`src/rtl/sum_uart_pkg.sv`:
```
`default_nettype none
// ---------------------------------------------------------------------------
// Module  : sum_uart_pkg
// Purpose : Shared frame geometry, FSM state encoding and parity helper for
//           the sum-and-transmit UART.
// Rev     : 1.0  initial release
// ---------------------------------------------------------------------------
package sum_uart_pkg;

  // 9-bit sum (carry kept) sent LSB first, framed by start/parity/stop
  localparam int DATA_BITS  = 9;
  localparam int FRAME_BITS = 12;

  typedef enum logic [2:0] {
    ST_IDLE   = 3'd0,
    ST_START  = 3'd1,
    ST_DATA   = 3'd2,
    ST_PARITY = 3'd3,
    ST_STOP   = 3'd4
  } state_e;

  // Even parity: the parity bit makes the total count of ones even
  function automatic logic even_parity(input logic [DATA_BITS-1:0] d);
    return ^d;
  endfunction

endpackage
`default_nettype wire

```
`src/rtl/sum_uart_baud_cnt.sv`:
```
`default_nettype none
// ---------------------------------------------------------------------------
// Module  : sum_uart_baud_cnt
// Purpose : Bit-period counter. Counts 0..CLKS_PER_BIT-1 and wraps; tick is
//           high on the last cycle of every bit period.
// Rev     : 1.0  initial release
// ---------------------------------------------------------------------------
module sum_uart_baud_cnt #(
  parameter int CLKS_PER_BIT = 16
) (
  input  logic clk,
  input  logic rst,
  input  logic clear,
  output logic tick
);

  localparam int                c_cnt_w = (CLKS_PER_BIT > 1) ? $clog2(CLKS_PER_BIT) : 1;
  localparam logic [c_cnt_w-1:0] c_last = c_cnt_w'(CLKS_PER_BIT - 1);

  logic [c_cnt_w-1:0] r_cnt;

  // Free-running modulo counter, held at zero while the transmitter is idle
  always_ff @(posedge clk) begin
    if (rst || clear) begin
      r_cnt <= '0;
    end else if (r_cnt == c_last) begin
      r_cnt <= '0;
    end else begin
      r_cnt <= r_cnt + 1'b1;
    end
  end

  assign tick = (r_cnt == c_last);

endmodule
`default_nettype wire

```
`src/rtl/sum_uart_tx.sv`:
```
`default_nettype none
// ---------------------------------------------------------------------------
// Module  : sum_uart_tx
// Purpose : Accepts an 8-bit operand pair, latches the 9-bit sum and sends
//           it as a 12-bit serial frame: start, 9 data bits LSB first,
//           even parity, stop.
// Rev     : 1.0  initial release
// ---------------------------------------------------------------------------
module sum_uart_tx #(
  parameter int CLKS_PER_BIT = 16
) (
  input  logic       clk,
  input  logic       rst,
  input  logic [7:0] a_i,
  input  logic [7:0] b_i,
  input  logic       valid_i,
  output logic       ready_o,
  output logic       tx_o,
  output logic       busy_o,
  output logic [8:0] sum_o
);

  import sum_uart_pkg::*;

  localparam logic [3:0] c_last_bit = 4'(DATA_BITS - 1);

  state_e     r_state;
  logic [8:0] r_sum;
  logic [3:0] r_bit_idx;
  logic       r_tx;
  logic       w_tick;
  logic       w_clear;
  logic       w_xfer;

  assign ready_o = (r_state == ST_IDLE);
  assign busy_o  = ~ready_o;
  assign w_xfer  = valid_i && ready_o;
  assign w_clear = (r_state == ST_IDLE);
  assign tx_o    = r_tx;
  assign sum_o   = r_sum;

  // The counter is cleared in IDLE so the first bit period starts aligned
  // with the transfer edge.
  sum_uart_baud_cnt #(
    .CLKS_PER_BIT(CLKS_PER_BIT)
  ) u_baud_cnt (
    .clk  (clk),
    .rst  (rst),
    .clear(w_clear),
    .tick (w_tick)
  );

  // Frame sequencer: tx is registered and updated on the same edge as the
  // state, so each bit appears one cycle after the edge that selects it.
  always_ff @(posedge clk) begin
    if (rst) begin
      r_state   <= ST_IDLE;
      r_sum     <= '0;
      r_bit_idx <= '0;
      r_tx      <= 1'b1;
    end else begin
      case (r_state)
        ST_IDLE: begin
          r_tx <= 1'b1;
          if (w_xfer) begin
            r_sum   <= {1'b0, a_i} + {1'b0, b_i};
            r_tx    <= 1'b0;
            r_state <= ST_START;
          end
        end
        ST_START: begin
          if (w_tick) begin
            r_state   <= ST_DATA;
            r_bit_idx <= '0;
            r_tx      <= r_sum[0];
          end
        end
        ST_DATA: begin
          if (w_tick) begin
            if (r_bit_idx == c_last_bit) begin
              r_state   <= ST_PARITY;
              r_bit_idx <= '0;
              r_tx      <= even_parity(r_sum);
            end else begin
              r_bit_idx <= r_bit_idx + 4'd1;
              r_tx      <= r_sum[r_bit_idx + 4'd1];
            end
          end
        end
        ST_PARITY: begin
          if (w_tick) begin
            r_state <= ST_STOP;
            r_tx    <= 1'b1;
          end
        end
        ST_STOP: begin
          if (w_tick) begin
            r_state <= ST_IDLE;
            r_tx    <= 1'b1;
          end
        end
        default: begin
          r_state   <= ST_IDLE;
          r_bit_idx <= '0;
          r_tx      <= 1'b1;
        end
      endcase
    end
  end

endmodule
`default_nettype wire

```
`config.mk`:
```
export PLATFORM = sky130hd
export DESIGN_NAME = sum_uart_tx
export DESIGN_NICKNAME = d
export VERILOG_FILES = /design/src/rtl/sum_uart_pkg.sv /design/src/rtl/sum_uart_baud_cnt.sv /design/src/rtl/sum_uart_tx.sv
export SDC_FILE = /design/constraint.sdc
export NUM_CORES = 1
export LEC_CHECK = 0
export CAP_MARGIN = 10
export CORE_AREA = 2 2 57 59
export CTS_CLUSTER_SIZE = 40
export DETAILED_ROUTE_END_ITERATION = 6
export DIE_AREA = 0 0 59 61
export HOLD_SLACK_MARGIN = 0.06
export PLACE_DENSITY = 0.77
export SYNTH_ARGS = -nofsm -noshare
export SYNTH_HDL_FRONTEND = slang
export SYNTH_HIERARCHICAL = 1
export SYNTH_SLANG_ARGS = --single-unit
```
`constraint.sdc`:
```
create_clock -name clk -period 2.8 [get_ports clk]
set_input_delay 0.84 -clock clk [delete_from_list [all_inputs] [get_ports clk]]
set_output_delay 0.84 -clock clk [all_outputs]
set_load 0.02 [all_outputs]
```
# Word-level counts from Yosys, hierarchy flattened
# Cells that the tools add are included.
[op_classes] addsub=3 order_cmp=1 eq_ne=13 n_mux=19 bitwise=2 n_reduce_logical=11
[op_table] op="3-bit 2-to-1 mux" count=6
[op_table] op="3-bit one-hot mux with 5 select lines" count=1
[op_table] op="4-bit 2-to-1 mux" count=3
[op_table] op="2-bit by 1-bit inequality test with 1-bit output, second input constant" count=6
[op_table] op="4-bit one-hot mux with 3 select lines" count=1
[op_table] op="8-bit by 8-bit adder with 9-bit output" count=1
[op_table] op="9-bit XOR reduction" count=1
[op_table] op="4-bit by 1-bit adder with 4-bit output, second input constant" count=2
[op_table] op="4-bit equality test, second input constant" count=2
[op_table] op="3-bit by 2-bit equality test with 1-bit output, second input constant" count=2
[op_table] op="1-bit 2-to-1 mux" count=6
[op_table] op="3-bit AND reduction" count=2
[op_table] op="6-bit AND reduction" count=1
[op_table] op="4-bit by 5-bit less-than comparator with 1-bit output, second input constant" count=1
[op_table] op="1-bit binary-select mux with 4-bit select" count=1
[op_table] op="1-bit one-hot mux with 4 select lines" count=1
[op_table] op="2-bit OR reduction" count=2
[op_table] op="3-bit by 1-bit equality test with 1-bit output, second input constant" count=1
[op_table] op="3-bit equality test, second input constant" count=1
[op_table] op="3-bit logical NOT" count=1
[op_table] op="3-bit OR reduction" count=1
[op_table] op="2-bit inequality test, second input constant" count=1
[op_table] op="1-bit inverter" count=2
[op_table] op="2-bit AND reduction" count=1
[op_table] op="other kinds (2)" count=2
[totals] register_bits=21 in_bits=19 out_inout_bits=12 word_cells=54

# Logic depth before layout (Yosys ltp)
# Gate-level depths: netlist of run 1.
[depth] word_depth=6 depth_mapped=8 ltp_nobuf=8

# Cells and area by module
# Netlist of run 1, hierarchy kept.
[by_module_without_submodules] module="sum_uart_tx" instances=1 cells_each=153 area_each_um2=1296.2 seq_area_each_um2=340.3
[by_module_without_submodules] module="sum_uart_baud_cnt" instances=1 cells_each=16 area_each_um2=157.7 seq_area_each_um2=80.1

# Worst setup path after synthesis of run 1
# No wires, ideal clock.
[synth_path] path_type="input -> register" from="input port a_i[0]" to="register r_sum[8] (netlist: sum_o[8])" setup_ns=0.129 arrival_ns=2.263 required_time_ns=2.671 path_slack_ns=0.408 cell_stages=7 n_path_buf=0 cell_sequence="ha_1 -> fa_1 -> a211oi_1 -> o21bai_1 -> a21o_1 -> a31oi_1 -> nor3_1"
[synth_via] elab_chain_len=1
[synth_rtl] element="start: declaration" line_no="sum_uart_tx.sv:14" text="input logic [7:0] a_i,"
[synth_rtl] element="8-bit by 8-bit adder with 9-bit output" line_no="sum_uart_tx.sv:66" text="r_sum <= {1'b0, a_i} + {1'b0, b_i};"
[synth_rtl] element="end signal: assignment" line_no="sum_uart_tx.sv:66"
[synth_rtl] element="end: declaration" line_no="sum_uart_tx.sv:28" text="logic [8:0] r_sum;"
# Every way passes these cells.
# A chain may end at the register's enable or synchronous reset.

# Final worst setup path of run 1
# Same ends and word-level chain as after synthesis.

==> reports/qor_table.md, run 1 <==
| Group | Result | Reported |
|:---|:---|:---|
| layout | Most common cell after layout, fill and taps aside | clkdlybuf4s50_1 |
| power | Worst IR drop on VDD | 0.184 mV |
| floorplanning | Vertical die dimension | 61 um |
| setup path | Arrival time at the worst endpoint | 2.79 ns |
| grt | Initial antenna violation count | 0 |
| sta | Max-slew headroom | 54.1% |
| sta | Maximum clock frequency | 381 MHz |
| clock tree | Clock-pin transition on the worst setup and hold timing paths | 0.12 ns |
| placement | Pre-CTS WS | -0.122 ns |
| sta | Final period demand of the worst path | 2.62 ns |
| flow run | Max cap viols | 0 |
| layout | Layout net count | 234 |
| logic synthesis | Dominant synthesized flop cell | dfxtp_1 |
| logic synthesis | Post-synthesis async set-or-reset flop share | 0% |
| clock tree | Number of clock sinks | 21 |
| sta | Final Slew Violations | 0 |
| grt | Global routing usage on met2 | 36.3% |
| grt | Overall routing resource usage | 19.4% |
| setup path | Crit path launch type | primary input |
| power | Power density over the cells | 385 nW/um^2 |
| floorplanning | FP Rows | 20 |
| setup path | Max Fanout on Critical Path | 3 |
| outcome | Run status | complete, no violations |
| grt | Fraction of met1 tracks used by global routing | 23.3% |
| placement | Number of input and output port buffers inserted | 30 |
| routing | DRT Pass-1 Iters | 4 |
| clock tree | Clock Latency Late Sink | 0.30 ns |
| setup path | Data required time of the critical path | 2.97 ns |
| routing | Post-detailed-route DRC marker count | 0 |
| hold path | Worst hold path depth | 1 |
| grt | Global-route wire length before repair | 5460 um |
| floorplanning | Placeable core region | 2950 um^2 |
| placement | Placer's final routability congestion estimate | 0.873 |
| logic synthesis | Distinct cell type count after synthesis | 45 |
| clock tree | Total of hold buffers inserted after clock tree synthesis | 0 |
| sta | Number of failing setup endpoints in the final timing report | 0 |
| layout | Filler Cell Count | 279 |
| layout | Layout cells sized above 1 | 8.91% |
| routing | Antenna Violating Nets Remaining | 0 |
| floorplanning | Die span in x | 59 um |
| floorplanning | Starting density of the core | 49.2% |
| clock tree | # H-tree levels | 1 |
| clock tree | Master cell of the clock root buffer | clkbuf_4 |
| sta | RSZ-0062 raised after global routing | false |
| logic synthesis | Count of mapped cells out of synthesis | 169 |
| logic synthesis | Sequential cell area fraction in the yosys report | 28.9% |
| logic synthesis | Synth Cell Area | 1450 um^2 |
| logic synthesis | Syn avg cell area | 8.60 um^2 |
| hold path | Worst hold path class | flip-flop to flip-flop |
| layout | Area taken by flip-flops and latches | 422 um^2 |
| grt | Via count of the first global-routing pass | 1250 |
| setup path | R2r worst-path depth | 6 |
| sta | Hold violation count in the final report | 0 |
| grt | Met3 usage | 2.99% |
| clock tree | Number of buffers inserted during clock tree synthesis | 3 |
| floorplanning | Die outline area | 3600 um^2 |
| grt | Busiest metal layer after global routing | met2 |
| power | Post-layout power | 704 uW |
| logic synthesis | Synth Register Bits | 21 |
| sta | Fraction of the cycle the final worst path needs | 93.7% |
| clock tree | TritonCTS clock tree | yes |
| power | Leakage power | 0.000745 uW |
| routing | Number of DRC markers in iteration 0 | 78 |
| logic synthesis | Net count after synthesis | 200 |
| floorplanning | Num ports | 31 |
| layout | Most frequent cells in the layout | clkdlybuf4s50_1 (29), dfxtp_1 (20), nor2_1 (14) |
| layout | Area used by multi-input combinational logic | 980 um^2 |
| grt | Pin count of the biggest net entering global routing | 20 |
| placement | Detailed placement HPWL | 2540 um |
| layout | Area growth from synthesis to layout | 26.0% |
| layout | Number of cells in the finished layout apart from fillers | 235 |
| routing | Total Routed Length | 3200 um |
| routing | Routed len/inst | 13.6 um |
| routing | Via/cell ratio | 5.63 |
| logic synthesis | Number of enable-type register cells in the synthesized netlist | 0 |
| grt | Aggregate global routing overflow | 0 |
| clock tree | Max Buffers Root-to-Sink | 2 |
| setup path | CP Class | primary input to flip-flop |
| sta | Final worst clock skew | 0.00338 ns |
| setup path | Setup crit end kind | flip-flop |
| logic synthesis | Count of synthesis-stage warnings from yosys | 6 |
| sta | Transition time at the pin with the least slew margin | 0.687 ns |
| sta | Setup WS post-layout | 0.175 ns |
| placement | DP Cell Count | 231 |
| routing | Total number of vias | 1322 |
| layout | Final antenna diode count | 0 |
==> cell type report <==
class                      instances  share of cell area (%)
sequential                        21                    23.0
tap                               33                    2.25
clock buffer                       4                    1.43
inverter                           6                    1.23
timing repair buffer              35                    18.6
multi-input combinational        136                    53.5
==> synth_stat cells, drive strengths merged (5+ instances only) <==
cell type / count / share of area [%]
nor2: 15 / 4.0
dfxtp: 21 / 29
nand3b: 6 / 3.1
nor3: 14 / 5.5
ha: 11 / 9.5
a211oi: 5 / 2.9
inv: 6 / 1.5
nand2: 12 / 3.1
xnor2: 9 / 5.4
o21ai: 10 / 3.4
a21oi: 12 / 4.1
==> flip-flops by register name (all words and copies together) (netlist names) <==
signal / count
u_baud_cnt/r_cnt: 4
r_bit_idx: 4
sum_o: 9
r_state: 3
tx_o: 1
==> final timing paths <==
path / start / end / slack (ns)
hold reg to reg: u_baud_cnt/r_cnt[0] / u_baud_cnt/r_cnt[0] / 0.47
setup / recovery: a_i[0] / sum_o[8] / 0.18
hold / removal: u_baud_cnt/r_cnt[0] / u_baud_cnt/r_cnt[0] / 0.47
setup reg to reg: r_bit_idx[0] / tx_o / 0.69
==> worst max-delay path: stages <==
cell	delay [ns]
clkdlybuf4s50_1	0.41
ha_1	0.24
fa_1	0.40
a211oi_1	0.34
o21bai_1	0.13
a21o_1	0.21
a31oi_1	0.16
nor3_1	0.06
==> kinds of logic (layout without fill, tap and decap cells) <==
logic type | count (synthesis) | in the layout | share of synthesized area [%]
compound gates | 41 | 41 | 17.8
buf+inv | 12 | 45 | 3.70
flops | 21 | 21 | 28.9
mux | 4 | 4 | 5.08
xor+xnor | 13 | 13 | 8.78
fa+ha+maj | 12 | 12 | 10.8
simple gates | 66 | 66 | 24.9
==> stage by stage <==
step / area (um^2) / TNS [ns] / hold WS, ns / utilization, %
after floorplan: 1450 / 0 / 0.418 / -
after global placement: 1800 / -0.0620 / 0.428 / 61.0
after detailed placement: 1800 / -0.161 / 0.449 / 61.0
after CTS: 1830 / 0 / 0.467 / 61.9
after global routing: 1830 / 0 / 0.499 / 62.0
final: 1830 / 0 / 0.465 / 62.0
==> power by group <==
| group | internal, uW | switching (uW) |
|---|---|---|
| Combinational | 123 | 101 |
| Clock | 55.4 | 90.1 |
| Sequential | 314 | 19.9 |
| Total | 493 | 211 |
==> per-layer routing <==
| metal | vias to the layer above | share of wire [%] |
|---|---|---|
| met5 | - | 0 |
| met4 | 0 | 0.91 |
| met3 | 2 | 2.8 |
| met2 | 25 | 52 |
| met1 | 614 | 44 |
| li1 | 681 | - |
==> repair_timing <==
action | CTS | global route
gates resized for setup | 0 | 2
buffers inserted | 0 | 0
endpoints found under the setup margin | 0 | 1
hold endpoints to repair | 0 | 0
Note: power is estimated with default switching activity, not from simulation.
==> run 2, diff against run 1 <==
--- a/config.mk
+++ b/config.mk
@@ -12,6 +12,7 @@
 export DIE_AREA = 0 0 59 61
 export HOLD_SLACK_MARGIN = 0.06
 export PLACE_DENSITY = 0.77
+export REMOVE_ABC_BUFFERS = 1
 export SYNTH_ARGS = -nofsm -noshare
 export SYNTH_HDL_FRONTEND = slang
 export SYNTH_HIERARCHICAL = 1
==> run 2 against run 1 <==
Worst hold slack improved by 0.0012 ns. Final cell count unchanged. Register-to-register slack better by 0.03 ns. Fmax is essentially flat. Global-route usage fell by 1.3 points. Non-clock buffer count unchanged. Core utilization about the same. Combinational power about the same. First-iteration DRC count down 22%. Total power increased by 1.5%. Clock skew increased by 0.0087 ns. Critical path type is now flip-flop to primary output. Largest power group unchanged.
==> reports/qor_table.md, run 2 (synthesis gave the netlist of run 1 again) <==
| Group | Result | Reported | Delta |
|:---|:---|:---|:---|
| floorplanning | Die span in x | 59 um | unchanged |
| layout | Layout net count | 234 | unchanged |
| layout | Post-route design area | 1830 um^2 | about the same |
| power | Post-layout power | 715 uW | +1.5% |
| layout | Layout cells sized above 1 | 8.91% | unchanged |
| layout | Filler Cell Count | 261 | -6.5% |
| clock tree | Clock-pin transition on the worst setup and hold timing paths | 0.13 ns | about the same |
| layout | Area used by multi-input combinational logic | 980 um^2 | unchanged |
| clock tree | Post-CTS setup repair buffer count | 0 | unchanged |
| grt | Aggregate global routing overflow | 0 | unchanged |
| sta | Maximum clock frequency | 381 MHz | about the same |
| clock tree | Master cell of the clock root buffer | clkbuf_4 |  |
| sta | Fin Hold WS | 0.466 ns | +0.00121 ns |
| sta | Transition time at the pin with the least slew margin | 0.485 ns | -0.202 ns |
| floorplanning | Die outline area | 3600 um^2 | unchanged |
| grt | Pin count of the biggest net entering global routing | 17 | -15% |
| setup path | Number of buffer and inverter instances along the worst setup path | 1 | unchanged |
| sta | Hold violation count in the final report | 0 | unchanged |
| layout | Most frequent cells in the layout | clkdlybuf4s50_1 (29), dfxtp_1 (21), nor2_1 (14) |  |
| grt | Global-route wire length before repair | 4960 um | -9.1% |
| routing | Number of DRC markers in iteration 0 | 61 | -22% |
| floorplanning | FP Rows | 20 | unchanged |
| floorplanning | Placeable core region | 2950 um^2 | unchanged |
| sta | Max-slew headroom | 67.7% | +14 points |
| clock tree | Total of hold buffers inserted after clock tree synthesis | 0 | unchanged |
| setup path | R2r setup slk | 0.72 ns | +0.03 ns |
| sta | Number of failing setup endpoints in the final timing report | 0 | unchanged |
| clock tree | # H-tree levels | 1 | unchanged |
| setup path | Data required time of the critical path | 1.96 ns | -1.01 ns |
| routing | Antenna Violating Nets Remaining | 0 | unchanged |
| routing | Total Routed Length | 2990 um | -6.5% |
| grt | Via count of the first global-routing pass | 1224 | -2.1% |
| setup path | Largest delay contributor family on the critical path | buffers and inverters |  |
| setup path | Max Fanout on Critical Path | 10 | +7 |
| floorplanning | Starting density of the core | 49.2% | unchanged |
| hold path | Worst hold path class | flip-flop to flip-flop |  |
| placement | Detailed placement HPWL | 2320 um | -8.6% |
| outcome | Run status | complete, no violations |  |
| layout | Final antenna diode count | 0 | unchanged |
| clock tree | Max Buffers Root-to-Sink | 2 | unchanged |
| setup path | Slowest cell on the critical path | clkdlybuf4s50_1 |  |
| clock tree | Clock Latency Late Sink | 0.33 ns | +0.03 ns |
| setup path | CP Class | flip-flop to primary output |  |
| grt | Overall routing resource usage | 18.1% | -1.3 points |
| placement | DP Area | 1800 um^2 | unchanged |
| layout | Area growth from synthesis to layout | 25.9% | about the same |
| sta | Final period demand of the worst path | 2.62 ns | -0.00225 ns |
| floorplanning | Num ports | 31 | unchanged |
| routing | Post-detailed-route DRC marker count | 0 | unchanged |
| clock tree | Number of clock sinks | 21 | unchanged |
| layout | Number of flip-flops in the largest register | 9 | unchanged |
| floorplanning | Vertical die dimension | 61 um | unchanged |
| placement | Number of input and output port buffers inserted | 30 | unchanged |
| setup path | Sequence of cells on the critical path | or3_1 > clkdlybuf4s50_1 |  |
| power | Leakage power | 0.000738 uW | -0.98% |
| setup path | Delay of the slowest cell on the worst path | 0.56 ns | +0.15 ns |
| sta | Fraction of the cycle the final worst path needs | 93.7% | about the same |
| placement | Placer's final routability congestion estimate | 0.854 | -2.2% |
| clock tree | TritonCTS clock tree | yes |  |
| sta | RSZ-0062 raised after global routing | false |  |
| setup path | Arrival time at the worst endpoint | 1.78 ns | -1.01 ns |
| layout | Most common cell after layout, fill and taps aside | clkdlybuf4s50_1 |  |
| setup path | Crit path launch type | flip-flop |  |
| setup path | Setup crit end kind | primary output |  |
| routing | Total number of vias | 1312 | -0.76% |
| routing | DRT Pass-1 Iters | 4 | unchanged |
| grt | Initial antenna violation count | 0 | unchanged |
| sta | Final worst clock skew | 0.0120 ns | +0.00867 ns |
| power | Worst IR drop on VDD | 0.183 mV | -0.98% |
| layout | Area taken by flip-flops and latches | 420 um^2 | -0.30% |
| flow run | Max cap viols | 0 | unchanged |
| routing | Routed len/inst | 12.7 um | -6.5% |
| sta | Final Slew Violations | 0 | unchanged |
| clock tree | Number of buffers inserted during clock tree synthesis | 3 | unchanged |
| routing | Via/cell ratio | 5.58 | -0.76% |
| power | Power density over the cells | 391 nW/um^2 | +1.6% |
==> run 2: changes by cell type in the layout (fill, tap and decap cells not counted), sizes merged <==
cell	delta
clkbuf	-1
dlymetal6s2s	-1
dlygate4sd2	+1
clkinvlp	+1
==> run 2: cell type report <==
type / count / area share [%]
multi-input combinational: 136 / 53.5
tap: 33 / 2.26
clock buffer: 3 / 1.23
sequential: 21 / 23.0
timing repair buffer: 35 / 18.4
clock inverter: 1 / 0.410
inverter: 6 / 1.23
==> run 2: power by group <==
group | leakage (uW) | total (uW) | internal [uW] | switching (uW)
logic | 0.000552 | 224 | 123 | 101
clock network | 0.0000139 | 158 | 54.8 | 103
registers | 0.000172 | 333 | 314 | 18.5
total | 0.000738 | 715 | 492 | 223
==> run 2: final timing paths <==
check	endpoint	startpoint	depth (start not counted)
max	busy_o	r_state[2]	2
min	u_baud_cnt/r_cnt[0]	u_baud_cnt/r_cnt[0]	1
max reg2reg	tx_o	r_bit_idx[0]	6
min reg2reg	u_baud_cnt/r_cnt[0]	u_baud_cnt/r_cnt[0]	1
==> run 2: layer usage <==
layer	wire length (um)	up-vias	global-route usage, %
li1	-	684	-
met1	1370	585	20.7
met2	1440	36	31.4
met3	115	7	2.35
met4	71	0	12.7
met5	0	-	0
==> run 2: per-stage QoR <==
stage          TNS [ns]  instances  utilization, %  setup slack, ns
6_report              0        235            62.0            0.177
5_1_grt               0        235            62.0            0.102
4_1_cts               0        235            62.0            0.181
3_5_place_dp     -0.125        231            61.0           -0.108
3_3_place_gp    -0.0432        231            61.0          -0.0432
2_1_floorplan         0        163               -            0.419
==> run 2: repair_timing <==
item / in CTS / in global routing
resized for setup: 1 / 0
endpoints found under the hold margin: 0 / 0
setup endpoints to repair: 1 / 0
